$ cat src/rtl/harvard_avalon_pkg.sv
// Shared state encoding and store-width codes for the Harvard-to-Avalon sequencer.
package harvard_avalon_pkg;

    typedef enum logic [2:0] {
        FETCH,
        DECODE,
        DATA_RD,
        DATA_WR,
        COMMIT,
        HALT
    } seq_state_t;

    localparam logic [1:0] ST_WORD = 2'b00;
    localparam logic [1:0] ST_HALF = 2'b01;
    localparam logic [1:0] ST_BYTE = 2'b10;

endpackage

$ cat src/rtl/harvard_avalon_sequencer_byte_lane_gen.sv
// Store lane steering: byte enables and replicated write data for word/half/byte stores.
module byte_lane_gen
    import harvard_avalon_pkg::*;
(
    input  logic [1:0]  i_store_type,
    input  logic [1:0]  i_addr_lsb,
    input  logic [31:0] i_rt,
    output logic [3:0]  o_byteenable,
    output logic [31:0] o_writedata
);

    always_comb begin
        o_byteenable = 4'b1111;
        o_writedata  = i_rt;
        case (i_store_type)
            ST_WORD: ;
            ST_HALF: begin
                o_byteenable = i_addr_lsb[1] ? 4'b1100 : 4'b0011;
                o_writedata  = {2{i_rt[15:0]}};
            end
            ST_BYTE: begin
                o_byteenable = 4'b0001 << i_addr_lsb;
                o_writedata  = {4{i_rt[7:0]}};
            end
            default: ;  // reserved 2'b11 behaves as a word store
        endcase
    end

endmodule

$ cat src/rtl/harvard_avalon_sequencer.sv
// Time-multiplexes instruction fetch and one data access per instruction onto a
// single Avalon-MM master, then strobes the core's clock enable to commit.
//
// state   | meaning
// FETCH   | read instruction at PC (or halt if the core has gone inactive)
// DECODE  | one settle cycle on the latched instruction, sample load/store request
// DATA_RD | bus read at the data address, latch result
// DATA_WR | bus write with lane-steered data
// COMMIT  | one-cycle cpu_clk_enable, then next fetch
// HALT    | parked until reset (program end, timeout or read+write conflict)
module harvard_avalon_sequencer
    import harvard_avalon_pkg::*;
#(
    parameter int WAIT_TIMEOUT = 1023,
    parameter int TIMER_W      = 10
) (
    input  logic        clk,
    input  logic        reset,
    input  logic        cpu_active,
    input  logic [31:0] cpu_instr_address,
    output logic [31:0] cpu_instr_readdata,
    input  logic [31:0] cpu_data_address,
    input  logic        cpu_data_read,
    input  logic        cpu_data_write,
    input  logic [31:0] cpu_data_writedata,
    input  logic [1:0]  cpu_store_type,
    output logic [31:0] cpu_data_readdata,
    output logic        cpu_clk_enable,
    output logic [31:0] avm_address,
    output logic        avm_read,
    output logic        avm_write,
    output logic [31:0] avm_writedata,
    output logic [3:0]  avm_byteenable,
    input  logic [31:0] avm_readdata,
    input  logic        avm_waitrequest,
    output logic        halted,
    output logic        bus_error
);

    localparam logic [TIMER_W-1:0] TIMEOUT_LAST =
        TIMER_W'((WAIT_TIMEOUT > 0) ? WAIT_TIMEOUT - 1 : 0);

    seq_state_t         r_state;
    logic [31:0]        r_instr;
    logic [31:0]        r_rdata;
    logic               r_started;
    logic [TIMER_W-1:0] r_timer;
    logic               r_bus_error;

    logic               w_fetch_halt;
    logic               w_timeout;
    logic [3:0]         w_lane_be;
    logic [31:0]        w_lane_wd;
    logic               w_unused_pc_lsbs;

    assign w_unused_pc_lsbs = ^cpu_instr_address[1:0];
    assign w_fetch_halt     = r_started & ~cpu_active;
    // Fires on the last stall cycle so the request drops on the following cycle.
    assign w_timeout        = (WAIT_TIMEOUT != 0) && (r_timer == TIMEOUT_LAST);

    byte_lane_gen u_lane (
        .i_store_type (cpu_store_type),
        .i_addr_lsb   (cpu_data_address[1:0]),
        .i_rt         (cpu_data_writedata),
        .o_byteenable (w_lane_be),
        .o_writedata  (w_lane_wd)
    );

    always_ff @(posedge clk) begin
        if (reset) begin
            r_state     <= FETCH;
            r_instr     <= '0;
            r_rdata     <= '0;
            r_started   <= 1'b0;
            r_timer     <= '0;
            r_bus_error <= 1'b0;
        end else begin
            case (r_state)
                FETCH: begin
                    if (w_fetch_halt) begin
                        r_state <= HALT;
                    end else if (!avm_waitrequest) begin
                        r_instr <= avm_readdata;
                        r_timer <= '0;
                        r_state <= DECODE;
                    end else if (w_timeout) begin
                        r_bus_error <= 1'b1;
                        r_timer     <= '0;
                        r_state     <= HALT;
                    end else begin
                        r_timer <= r_timer + TIMER_W'(1);
                    end
                end
                DECODE: begin
                    if (cpu_data_read && cpu_data_write) begin
                        r_bus_error <= 1'b1;
                        r_state     <= HALT;
                    end else if (cpu_data_write) begin
                        r_state <= DATA_WR;
                    end else if (cpu_data_read) begin
                        r_state <= DATA_RD;
                    end else begin
                        r_state <= COMMIT;
                    end
                end
                DATA_RD, DATA_WR: begin
                    if (!avm_waitrequest) begin
                        if (r_state == DATA_RD) begin
                            r_rdata <= avm_readdata;
                        end
                        r_timer <= '0;
                        r_state <= COMMIT;
                    end else if (w_timeout) begin
                        r_bus_error <= 1'b1;
                        r_timer     <= '0;
                        r_state     <= HALT;
                    end else begin
                        r_timer <= r_timer + TIMER_W'(1);
                    end
                end
                COMMIT: begin
                    r_started <= 1'b1;
                    r_state   <= FETCH;
                end
                HALT: r_state <= HALT;
                default: r_state <= HALT;
            endcase
        end
    end

    // Outputs are decoded from state; reset forces everything quiet immediately.
    always_comb begin
        avm_read       = 1'b0;
        avm_write      = 1'b0;
        avm_address    = '0;
        avm_byteenable = '0;
        avm_writedata  = '0;
        cpu_clk_enable = 1'b0;
        halted         = 1'b0;
        if (!reset) begin
            case (r_state)
                FETCH: begin
                    if (!w_fetch_halt) begin
                        avm_read       = 1'b1;
                        avm_address    = {cpu_instr_address[31:2], 2'b00};
                        avm_byteenable = 4'b1111;
                    end
                end
                DATA_RD: begin
                    avm_read       = 1'b1;
                    avm_address    = {cpu_data_address[31:2], 2'b00};
                    avm_byteenable = 4'b1111;
                end
                DATA_WR: begin
                    avm_write      = 1'b1;
                    avm_address    = {cpu_data_address[31:2], 2'b00};
                    avm_byteenable = w_lane_be;
                    avm_writedata  = w_lane_wd;
                end
                COMMIT:  cpu_clk_enable = 1'b1;
                HALT:    halted = 1'b1;
                default: ;
            endcase
        end
    end

    assign bus_error          = r_bus_error & ~reset;
    assign cpu_instr_readdata = reset ? '0 : r_instr;
    assign cpu_data_readdata  = reset ? '0 : r_rdata;

endmodule

$ cat config.mk
export PLATFORM = sky130hd
export DESIGN_NAME = harvard_avalon_sequencer
export DESIGN_NICKNAME = d
export VERILOG_FILES = /design/src/rtl/harvard_avalon_pkg.sv /design/src/rtl/harvard_avalon_sequencer_byte_lane_gen.sv /design/src/rtl/harvard_avalon_sequencer.sv
export SDC_FILE = /design/constraint.sdc
export NUM_CORES = 1
export LEC_CHECK = 0
export CAP_MARGIN = 40
export CELL_PAD_IN_SITES_DETAIL_PLACEMENT = 1
export CELL_PAD_IN_SITES_GLOBAL_PLACEMENT = 1
export CORE_ASPECT_RATIO = 0.75
export CORE_UTILIZATION = 22
export DETAILED_ROUTE_END_ITERATION = 10
export GPL_ROUTABILITY_DRIVEN = 0
export PLACE_DENSITY_LB_ADDON = 0.1
export REMOVE_ABC_BUFFERS = 1
export SETUP_SLACK_MARGIN = 0.5
export SYNTH_ARGS = -nofsm -noshare
export SYNTH_HDL_FRONTEND = slang
export SYNTH_SLANG_ARGS = --single-unit
$ cat constraint.sdc
create_clock -name clk -period 1.7 [get_ports clk]
set_input_delay 0.34 -clock clk [delete_from_list [all_inputs] [get_ports clk]]
set_output_delay 0.34 -clock clk [all_outputs]
set_load 0.01 [all_outputs]
==> run summary, run 1 <==
1st-pass router iterations: 4
Count of cell types in the netlist: 44
Internal power: 5.62 mW
Antenna-violating nets left: 0
GR Util met3: 5.34%
Clock buffer depth: 2
Dominant cell type by area after synthesis: dfxtp_1
Seq pwr share: 25.1%
Final net count: 1172
Top cells by count, synth: nand2_1, a21oi_1, dfxtp_1, nor2b_1, nor2_1
Layout cells sized above 1: 50.7%
Worst r2r src: r_state[1]$_SDFF_PP0_
Comb pwr share: 48.0%
Adder-cell share of the synthesized area: 1.39%
Largest stage delay, worst path: 370 ps
Worst Hold Launch: reset
I/O pin count: 273
Vias: 6328
Netlist area before placement: 4490 µm²
Die ar.: 21000 µm²
Sequential share of the synthesized area: 35.2%
Post-synthesis register bit count: 79
CTS buffer count: 9
Largest family of logic cells by synthesized area: simple AND/OR/NAND/NOR gates
I/O Buffers: 268
Most frequent CP cell: buf_4
Slew Limit Fails: 0
CTS tree: done
Hold_ws: 396 ps
Total track usage: 23.1%
Worst path cell trace: buf_4 > nor2b_4 > buf_6 > buf_4 > a21oi_4 > nor4_1 > buf_2
Tightest Hold Check Type: in2reg
Vias in the first global route: 6735
P_leak: 4.28 nW
Clk sinks: 79
Max-capacitance violation count: 0
Sw Ratio: 33.8%
Post-synth ARST share: 0%
Clock Skew: 9.85 ps
CP Launch Type: flip-flop
Critical path endpoint category: output pin
XOR/XNOR Fraction of Synth Area: 0.195%
First-pass GRT wire length: 38.0 mm
Synth Flop Type: dfxtp_1
Layout Cells excl Fill: 1288
Setup crit start: r_state[1]$_SDFF_PP0_
Post-synthesis mux area share: 0.251%
Slowest stage cell, crit path: dfxtp_4
Final WS setup: -506 ps
Root Buffer: clkbuf_16
Via density: 4.91
Initial antenna violation count: 0
Largest net degree at the start of global routing: 35
Total global routing overflow: 0
Critical-path maximum fanout: 5
Synth top area share: 35.2%
Row Count: 44
Antenna cells: 0
Mapped Avg Cell Area: 6.99 µm²
Top post-synthesis cells by area: dfxtp_1, nand2_1, a21oi_1
Type of the worst setup path: reg2out
Placed wire-length estimate: 14.2 mm
Layout area overhead: 137%
First DRT Iteration DRCs: 269
Final hold viol count: 0
Core area: 19700 µm²
Worst vdd ir: 0.494 mV
Die extent in y: 126 µm
CTS H-tree lvls: 3
Most frequent cell after synthesis: nand2_1
Clk pwr share: 26.9%
Chip Width: 167 µm
Yosys warnings: 0
Residual DRC count: 0
F_max: 0.453 GHz
Unrepaired setup endpoints after global routing: true
Status: complete, but fails checks
Clock transition at path regs: 60 ps
Placed Instances: 1168
Minimum clock period after layout: 2210 ps
Failing checks: negative setup slack
Fin area: 10600 µm²
Routed WL: 27.3 mm
Critical Path RT: 1360 ps
Sum of buffers and inverters on the critical path: 4
Post-placement cell area: 7810 µm²
Worst-Skew Late Latency: 340 ps
Met1 Track Usage GR: 27.8%
Setup Viol. Count Final: 78
Mapped Cells: 643
R2R Setup Slk: -220 ps
Arr. time, crit path: 1870 ps
Net switching power: 2.87 mW
Final period util: 130%
GR Layer Usage met2: 42.0%
Tot Pwr: 8.48 mW
Busiest layer in global routing: met2
CP top delay family: buffers and inverters
WL per Instance: 21.2 µm
Simple-gate share of the synthesized area: 32.9%
Synth Area in Compound Gates: 23.3%
Pwr dens: 797 nW/µm²
Post-synth EDFFs: 0
Initial Util: 22.9%
-- sequential cells by signal (all words and copies together) (netlist names) --
register	cells
r_instr	32
r_timer	10
r_rdata	32
r_bus_error	1
r_started	1
r_state	3
-- worst register-to-register path, delay by kind of cell, from the launching register on --
kind                   cells  cell delay (ps)
AND/OR/NAND/NOR            1              240
flip-flops                 1              370
AO/OA/AOI/OAI              3              400
buffers and inverters      6              780
-- worst paths after layout --
kind	end	cells past startpoint
worst max-delay path	avm_read	7
worst min register to register	r_rdata[17]$_SDFFE_PP0P_	2
worst min-delay path	r_state[0]$_SDFF_PP0_	4
worst max register to register	r_timer[3]$_SDFFE_PP0P_	10
-- cell usage in the layout (no fill, tap or decap), types with 4 or more instances in the layout --
| cell | n |
|---|---|
| nor2b_4 | 28 |
| a21o_1 | 4 |
| nor2b_1 | 40 |
| nand3_1 | 4 |
| o21ai_0 | 7 |
| buf_4 | 61 |
| buf_6 | 106 |
| clkdlybuf4s50_1 | 128 |
| and2_4 | 8 |
| bufbuf_16 | 5 |
| o21ai_1 | 5 |
| clkbuf_16 | 14 |
| a22oi_1 | 15 |
| a21oi_1 | 50 |
| buf_16 | 17 |
| buf_8 | 10 |
| dfxtp_1 | 72 |
| or4_4 | 4 |
| nand2_1 | 109 |
| a21oi_2 | 38 |
| or3_4 | 5 |
| nor2_1 | 42 |
| inv_1 | 7 |
| nor2_4 | 19 |
| buf_12 | 16 |
| nand2_4 | 24 |
| a22oi_2 | 37 |
| buf_2 | 82 |
| dfxtp_4 | 4 |
| nor2_2 | 8 |
-- metal layers --
layer,vias up,routed length (µm)
met1,3151,11200
met5,-,0
met3,36,1450
met4,0,525
met2,179,14100
li1,2962,-
-- power by group through the flow --
stage                     sequential, mW  clock, mW  combinational [mW]
after floorplan                     2.14          0                1.04
after global placement              2.12          0                2.57
after detailed placement            2.13          0                2.64
after CTS                           2.11       2.31                3.56
after global routing                2.15       2.40                4.30
final                               2.13       2.28                4.07
-- stage by stage --
step / setup TNS, ps / setup WS (ps) / utilization (%)
global route: -27350 / -579 / 54.1
floorplan: -49750 / -1100 / -
finish: -21850 / -506 / 54.1
detailed placement: -71500 / -1070 / 39.7
global placement: -65710 / -1000 / 39.7
CTS: -16560 / -407 / 48.1
-- layout make-up --
type                       count  area (µm²)
sequential                    79        1600
multi-input combinational    496        3720
clock buffer                  10         239
timing repair inverter         1        7.51
inverter                      12        60.1
fill                        2219        9010
tap                          253         317
clock inverter                 5         106
timing repair buffer         432        4590
-- cell families (layout without fill, tap and decap cells) --
kind of cell,Yosys count,in the layout
AND/OR/NAND/NOR,315,315
buffers and inverters,69,460
other,1,2
flip-flops,79,79
XOR/XNOR,1,1
AO/OA/AOI/OAI,172,172
multiplexers,1,1
adder cells (fa/ha/maj),5,5
-- what timing repair did --
item,4_1_cts,5_1_grt
pin swaps,61,55
setup buffers,58,19
resized for setup,767,227
endpoints found under the setup margin,213,214
gates cloned,21,7
hold buffers,0,0
Power figures use the tool's default switching activity.
==> run 2: changes to the inputs <==
--- a/config.mk
+++ b/config.mk
@@ -9,6 +9,7 @@
 export CELL_PAD_IN_SITES_DETAIL_PLACEMENT = 1
 export CELL_PAD_IN_SITES_GLOBAL_PLACEMENT = 1
 export CORE_ASPECT_RATIO = 0.75
+export CORE_MARGIN = 4
 export CORE_UTILIZATION = 22
 export DETAILED_ROUTE_END_ITERATION = 10
 export GPL_ROUTABILITY_DRIVEN = 0
==> run 2 against run 1 <==
Compared with the run above: the run still ends with negative setup slack left; final area increased by 7.2%; worst hold slack better by 60 ps; via count is 2.7% higher; critical endpoint is now avm_address[12].
==> run summary, run 2 (same netlist as run 1, synthesis figures left out) <==
Status: complete, but fails checks
Failing checks: negative setup slack
Critical-path maximum fanout: 8 (+3)
Clk sinks: 79 (unchanged)
Clk pwr share: 21.6% (-5.3 points)
Worst vdd ir: 0.514 mV (+4.1%)
I/O Buffers: 268 (unchanged)
Antenna-violating nets left: 0 (unchanged)
Minimum clock period after layout: 2040 ps (-165 ps)
R2R Setup Slk: -130 ps (+90 ps)
Final net count: 1190 (+1.5%)
Max-capacitance violation count: 0 (unchanged)
P_leak: 4.56 nW (+6.7%)
1st-pass router iterations: 4 (unchanged)
Internal power: 5.51 mW (-1.9%)
Root Buffer: clkbuf_16
Largest net degree at the start of global routing: 33 (-5.7%)
Critical Path RT: 1360 ps (about the same)
Multi-input logic area: 4120 µm² (+11%)
Clock Skew: 7.52 ps (-2.33 ps)
Final setup TNS: -21680 ps (+179 ps)
Layout cells sized above 1: 60.2% (+9.4 points)
Hold_ws: 456 ps (+59.9 ps)
Initial antenna violation count: 0 (unchanged)
Critical path endpoint category: output pin
CTS tree: done
Unrepaired setup endpoints after global routing: true
Most frequent cells in the layout: buf_6, clkdlybuf4s50_1, dfxtp_1, buf_2
Fin area: 11400 µm² (+7.2%)
Setup Viol. Count Final: 112 (+44%)
Via density: 4.97 (+1.2%)
Die extent in y: 132 µm (+4.8%)
Total track usage: 20.9% (-2.2 points)
Arr. time, crit path: 1700 ps (-170 ps)
Final period util: 120% (-9.7 points)
Fill cells: 2155 (-2.9%)
WL per Instance: 23.3 µm (+10%)
Slew Limit Fails: 0 (unchanged)
Routed WL: 30.5 mm (+12%)
Worst-Skew Late Latency: 350 ps (about the same)
Worst path cell trace: nor3_4 > and2_4 > buf_12 > buf_16 > a22oi_2 > nor2_1 > buf_2
Row Count: 44 (unchanged)
Post-placement cell area: 7840 µm² (+0.38%)
Antenna cells: 0 (unchanged)
Comb pwr share: 53.9% (+5.9 points)
First-pass GRT wire length: 38.2 mm (+0.49%)
I/O pin count: 273 (unchanged)
Clock buffer depth: 2 (unchanged)
CTS H-tree lvls: 3 (unchanged)
Final hold viol count: 0 (unchanged)
CP Launch Type: flip-flop
Core area: 19700 µm² (+0.28%)
CTS buffer count: 9 (unchanged)
Register Area: 1610 µm² (+0.39%)
Commonest non-fill, non-tap cell in the layout: buf_6
Final WS setup: -340 ps (+165 ps)
Cts-stage hold buffer count: 0 (unchanged)
First DRT Iteration DRCs: 232 (-14%)
Chip Width: 173 µm (+3.6%)
Seq pwr share: 24.5% (-0.6 points)
Vias: 6496 (+2.7%)
Type of the worst setup path: reg2out
Tightest Hold Check Type: reg2reg
Die ar.: 22800 µm² (+8.5%)
Initial Util: 22.8% (-0.064 points)
Pre-CTS setup slack: -1060 ps (+11.8 ps)
Residual DRC count: 0 (unchanged)
Tot Pwr: 8.74 mW (+3.0%)
Biggest regs: r_instr: 32 flops, r_rdata: 32 flops, r_timer: 10 flops
Layout area overhead: 154%
Total global routing overflow: 0 (unchanged)
F_max: 0.490 GHz (+8.1%)
Pwr dens: 766 nW/µm² (-3.9%)
Vias in the first global route: 6746 (+0.16%)
Slowest stage cell, crit path: dfxtp_4
Largest stage delay, worst path: 360 ps (about the same)
Placed wire-length estimate: 15.7 mm (+10%)
Sw Ratio: 36.9% (+3.1 points)
Clock transition at path regs: 60 ps (about the same)
Net switching power: 3.23 mW (+13%)
-- run 2: power by group through the flow --
stage          sequential (mW)  combinational (mW)  clock [mW]
6_report                  2.14                4.71        1.89
5_1_grt                   2.15                4.93        1.97
2_1_floorplan             2.14                1.04           0
3_3_place_gp              2.12                2.57           0
4_1_cts                   2.12                3.67        1.89
3_5_place_dp              2.13                2.64           0
-- run 2: worst paths after layout --
kind                                  from                       end  cells after the start
setup / recovery     r_state[0]$_SDFF_PP0_           avm_address[12]                      7
hold / removal    r_instr[12]$_SDFFE_PP0P_  r_instr[12]$_SDFFE_PP0P_                      2
setup reg to reg     r_state[2]$_SDFF_PP0_   r_rdata[7]$_SDFFE_PP0P_                      9
hold reg to reg   r_instr[12]$_SDFFE_PP0P_  r_instr[12]$_SDFFE_PP0P_                      2
-- run 2: area by class of cell --
| cell class | instances | share of cell area [%] |
|---|---|---|
| clock inverters | 6 | 0.406 |
| well taps | 253 | 2.78 |
| clock buffers | 10 | 2.10 |
| flip-flops and latches | 79 | 14.1 |
| repair buffers | 450 | 43.9 |
| inverters | 12 | 0.461 |
| repair inverters | 1 | 0.0658 |
| multi-input cells | 496 | 36.2 |
-- run 2: critical path, delay by kind of cell, from the launching register on --
| kind | cells | cell delay (ps) |
|---|---|---|
| AOI/OAI and AO/OA | 1 | 50 |
| buffers and inverters | 3 | 420 |
| DFF | 1 | 360 |
| and+or+nand+nor | 3 | 520 |
-- run 2: metrics by stage --
stage                     utilization, %  cells
after global placement              39.8   1172
after detailed placement            39.8   1172
after floorplan                        -    587
after CTS                           48.5   1266
after global routing                57.9   1307
final                               57.9   1307
-- run 2: routing by layer --
metal | vias up | track usage, % | share of wire, %
met2 | 204 | 38.8 | 53
li1 | 2996 | - | -
met1 | 3250 | 23.7 | 39
met3 | 46 | 6.08 | 5.6
met5 | - | 0 | 0
met4 | 0 | 5.01 | 2.4
-- run 2: timing repair --
item | CTS | global route
endpoints found under the setup margin | 213 | 214
cloned | 20 | 13
buffers inserted | 58 | 28
pin swaps | 79 | 80
resized for setup | 841 | 326
==> run 3: changes to the inputs <==
--- a/config.mk
+++ b/config.mk
@@ -5,12 +5,13 @@
 export SDC_FILE = /design/constraint.sdc
 export NUM_CORES = 1
 export LEC_CHECK = 0
-export CAP_MARGIN = 40
+export CAP_MARGIN = 20
 export CELL_PAD_IN_SITES_DETAIL_PLACEMENT = 1
 export CELL_PAD_IN_SITES_GLOBAL_PLACEMENT = 1
 export CORE_ASPECT_RATIO = 0.75
 export CORE_MARGIN = 4
-export CORE_UTILIZATION = 22
+export CORE_UTILIZATION = 23
+export CTS_BUF_LIST = sky130_fd_sc_hd__clkbuf_8
 export DETAILED_ROUTE_END_ITERATION = 10
 export GPL_ROUTABILITY_DRIVEN = 0
 export PLACE_DENSITY_LB_ADDON = 0.1
==> run 3 against run 2 <==
Compared with the run above: critical path depth stayed put; routed wire length is 6.3% higher; sequential share of layout area hardly changed; critical endpoint is now avm_byteenable[2]; clock skew is 11 ps higher; the run still ends with negative setup slack left.
==> run summary, run 3 (same netlist as run 1, synthesis figures left out) <==
Status: complete, but fails checks
Failing checks: negative setup slack
Cts-stage hold buffer count: 0 (unchanged)
Fill cells: 2001 (-7.1%)
Antenna-violating nets left: 0 (unchanged)
Clock transition at path regs: 100 ps (+40 ps)
Critical-path maximum fanout: 4 (-4)
Commonest non-fill, non-tap cell in the layout: clkdlybuf4s50_1
CP Launch Type: flip-flop
Slew Limit Fails: 0 (unchanged)
Type of the worst setup path: reg2out
I/O Buffers: 268 (unchanged)
CP top delay family: buffers and inverters
Total track usage: 24.9% (+4.0 points)
Total global routing overflow: 0 (unchanged)
Most frequent cells in the layout: clkdlybuf4s50_1, buf_6, nand2_1, buf_4, a21oi_2
Core area: 18800 µm² (-4.5%)
Post-placement cell area: 7790 µm² (-0.64%)
Row Count: 43 (-2.3%)
I/O pin count: 273 (unchanged)
Vias: 6618 (+1.9%)
Hold path cells: 2 (unchanged)
Fin area: 11500 µm² (+0.80%)
R2R depth: 12 (+3)
Die ar.: 21900 µm² (-4.1%)
Final setup TNS: -28080 ps (-6410 ps)
Tightest Hold Check Type: reg2reg
Worst-Skew Late Latency: 390 ps (+40 ps)
Unrepaired setup endpoints after global routing: true
Critical path endpoint category: output pin
Pwr dens: 721 nW/µm² (-5.9%)
1st-pass router iterations: 4 (unchanged)
Worst path cell trace: buf_6 > nor2b_4 > buf_4 > buf_6 > o21ai_1 > a21oi_2 > buf_2
First-pass GRT wire length: 42.0 mm (+9.9%)
Layout area overhead: 156%
Final period util: 123% (+3.2 points)
Setup crit start: r_state[2]$_SDFF_PP0_
Setup Viol. Count Final: 120 (+7.1%)
Final WS setup: -395 ps (-54.4 ps)
Pre-CTS setup slack: -1160 ps (-97.9 ps)
Routed WL: 32.4 mm (+6.3%)
Worst r2r src: r_state[2]$_SDFF_PP0_
Layout Cells excl Fill: 1313 (+0.46%)
First DRT Iteration DRCs: 399 (+72%)
Initial Util: 23.9% (+1.1 points)
Clock Skew: 18.7 ps (+11.2 ps)
Clk sinks: 79 (unchanged)
R2r endpoint: r_rdata[28]$_SDFFE_PP0P_
CTS buffer count: 9 (unchanged)
CTS H-tree lvls: 3 (unchanged)
Minimum clock period after layout: 2090 ps (+54.4 ps)
Placed Instances: 1162 (-0.85%)
Arr. time, crit path: 1750 ps (+50 ps)
Placed wire-length estimate: 16.8 mm (+7.1%)
Final net count: 1199 (+0.76%)
Hold Path End: r_rdata[9]$_SDFFE_PP0P_
Largest stage delay, worst path: 380 ps (+20 ps)
Sum of buffers and inverters on the critical path: 4 (+1)
Largest net degree at the start of global routing: 35 (+6.1%)
Worst vdd ir: 0.473 mV (-8.1%)
Clock buffer depth: 2 (unchanged)
Residual DRC count: 0 (unchanged)
CTS tree: done
Critical Path RT: 1360 ps (about the same)
Final hold viol count: 0 (unchanged)
Die extent in y: 129 µm (-2.1%)
Biggest regs: r_instr: 32 flops, r_rdata: 32 flops, r_timer: 10 flops
Chip Width: 169 µm (-2.1%)
Slowest stage cell, crit path: dfxtp_4
Most frequent CP cell: buf_6
Vias in the first global route: 7002 (+3.8%)
Layout cells sized above 1: 61.6% (+1.5 points)
Max-capacitance violation count: 0 (unchanged)
Worst Hold Launch: r_rdata[9]$_SDFFE_PP0P_
Root Buffer: clkbuf_8
Initial antenna violation count: 3 (+3)
R2R Setup Slk: -300 ps (-170 ps)
F_max: 0.477 GHz (-2.6%)
Via density: 5.04 (+1.4%)
P_leak: 4.59 nW (+0.67%)
WL per Instance: 24.7 µm (+5.8%)
-- run 3: cell types whose count changed in the layout (fill, tap and decap cells not counted), moves of 14 or more --
cell / before / now
clkbuf_16: 19 / 4
dfxtp_1: 65 / 51
nand2_2: 41 / 7
dfxtp_2: 11 / 25
buf_4: 60 / 74
nand2_1: 59 / 86
-- run 3: cell type report --
type | count | area [µm²] | share of cell area (%)
Timing Repair Buffer | 460 | 5100 | 44.4
Multi-Input combinational cell | 496 | 4210 | 36.7
Sequential cell | 79 | 1620 | 14.1
Tap cell | 247 | 309 | 2.69
Clock buffer | 11 | 151 | 1.32
Inverter | 12 | 52.6 | 0.457
Clock inverter | 5 | 32.5 | 0.283
Antenna cell | 3 | 7.51 | 0.0653
-- run 3: per-stage QoR --
stage	hold WS [ps]	utilization (%)	total power [mW]
final	456	61.0	8.29
after global routing	468	61.0	8.62
after CTS	456	52.0	7.37
after detailed placement	446	41.4	4.76
after global placement	437	41.4	4.66
after floorplan	409	-	3.18
-- run 3: report_power, final --
group,total (mW),internal [mW],switching (mW)
combinational,4.67,2.47,2.20
sequential,2.15,2.02,0.128
clock,1.47,0.610,0.856
total,8.29,5.10,3.19
-- run 3: worst max-delay path by stage --
stage	end	depth (start not counted)
finish	avm_byteenable[2]	7
global route	avm_byteenable[2]	7
CTS	avm_address[18]	7
detailed placement	avm_writedata[15]	8
global placement	avm_writedata[15]	8
floorplan	avm_read	3
-- run 3: metal layers --
layer  share of wire, %  routed length, µm  global-route usage [%]  up-vias
li1                   -                  -                       -     3009
met1                 40              12900                    29.5     3332
met2                 52              16800                    45.6      217
met3                5.3               1720                    4.97       60
met4                3.1                993                    7.52        0
met5                  0                  0                       0        -
-- run 3: worst min-delay path: stages (launching register included) --
cell and delay, ps:
dfxtp_2 340, nand2_2 50, a21oi_2 40
-- run 3: what timing repair did --
| item | in CTS | in global routing |
|---|---|---|
| pin swaps | 46 | 104 |
| gates cloned | 25 | 4 |
| setup buffers | 70 | 33 |
| setup endpoints to repair | 213 | 213 |
| resized for setup | 843 | 354 |
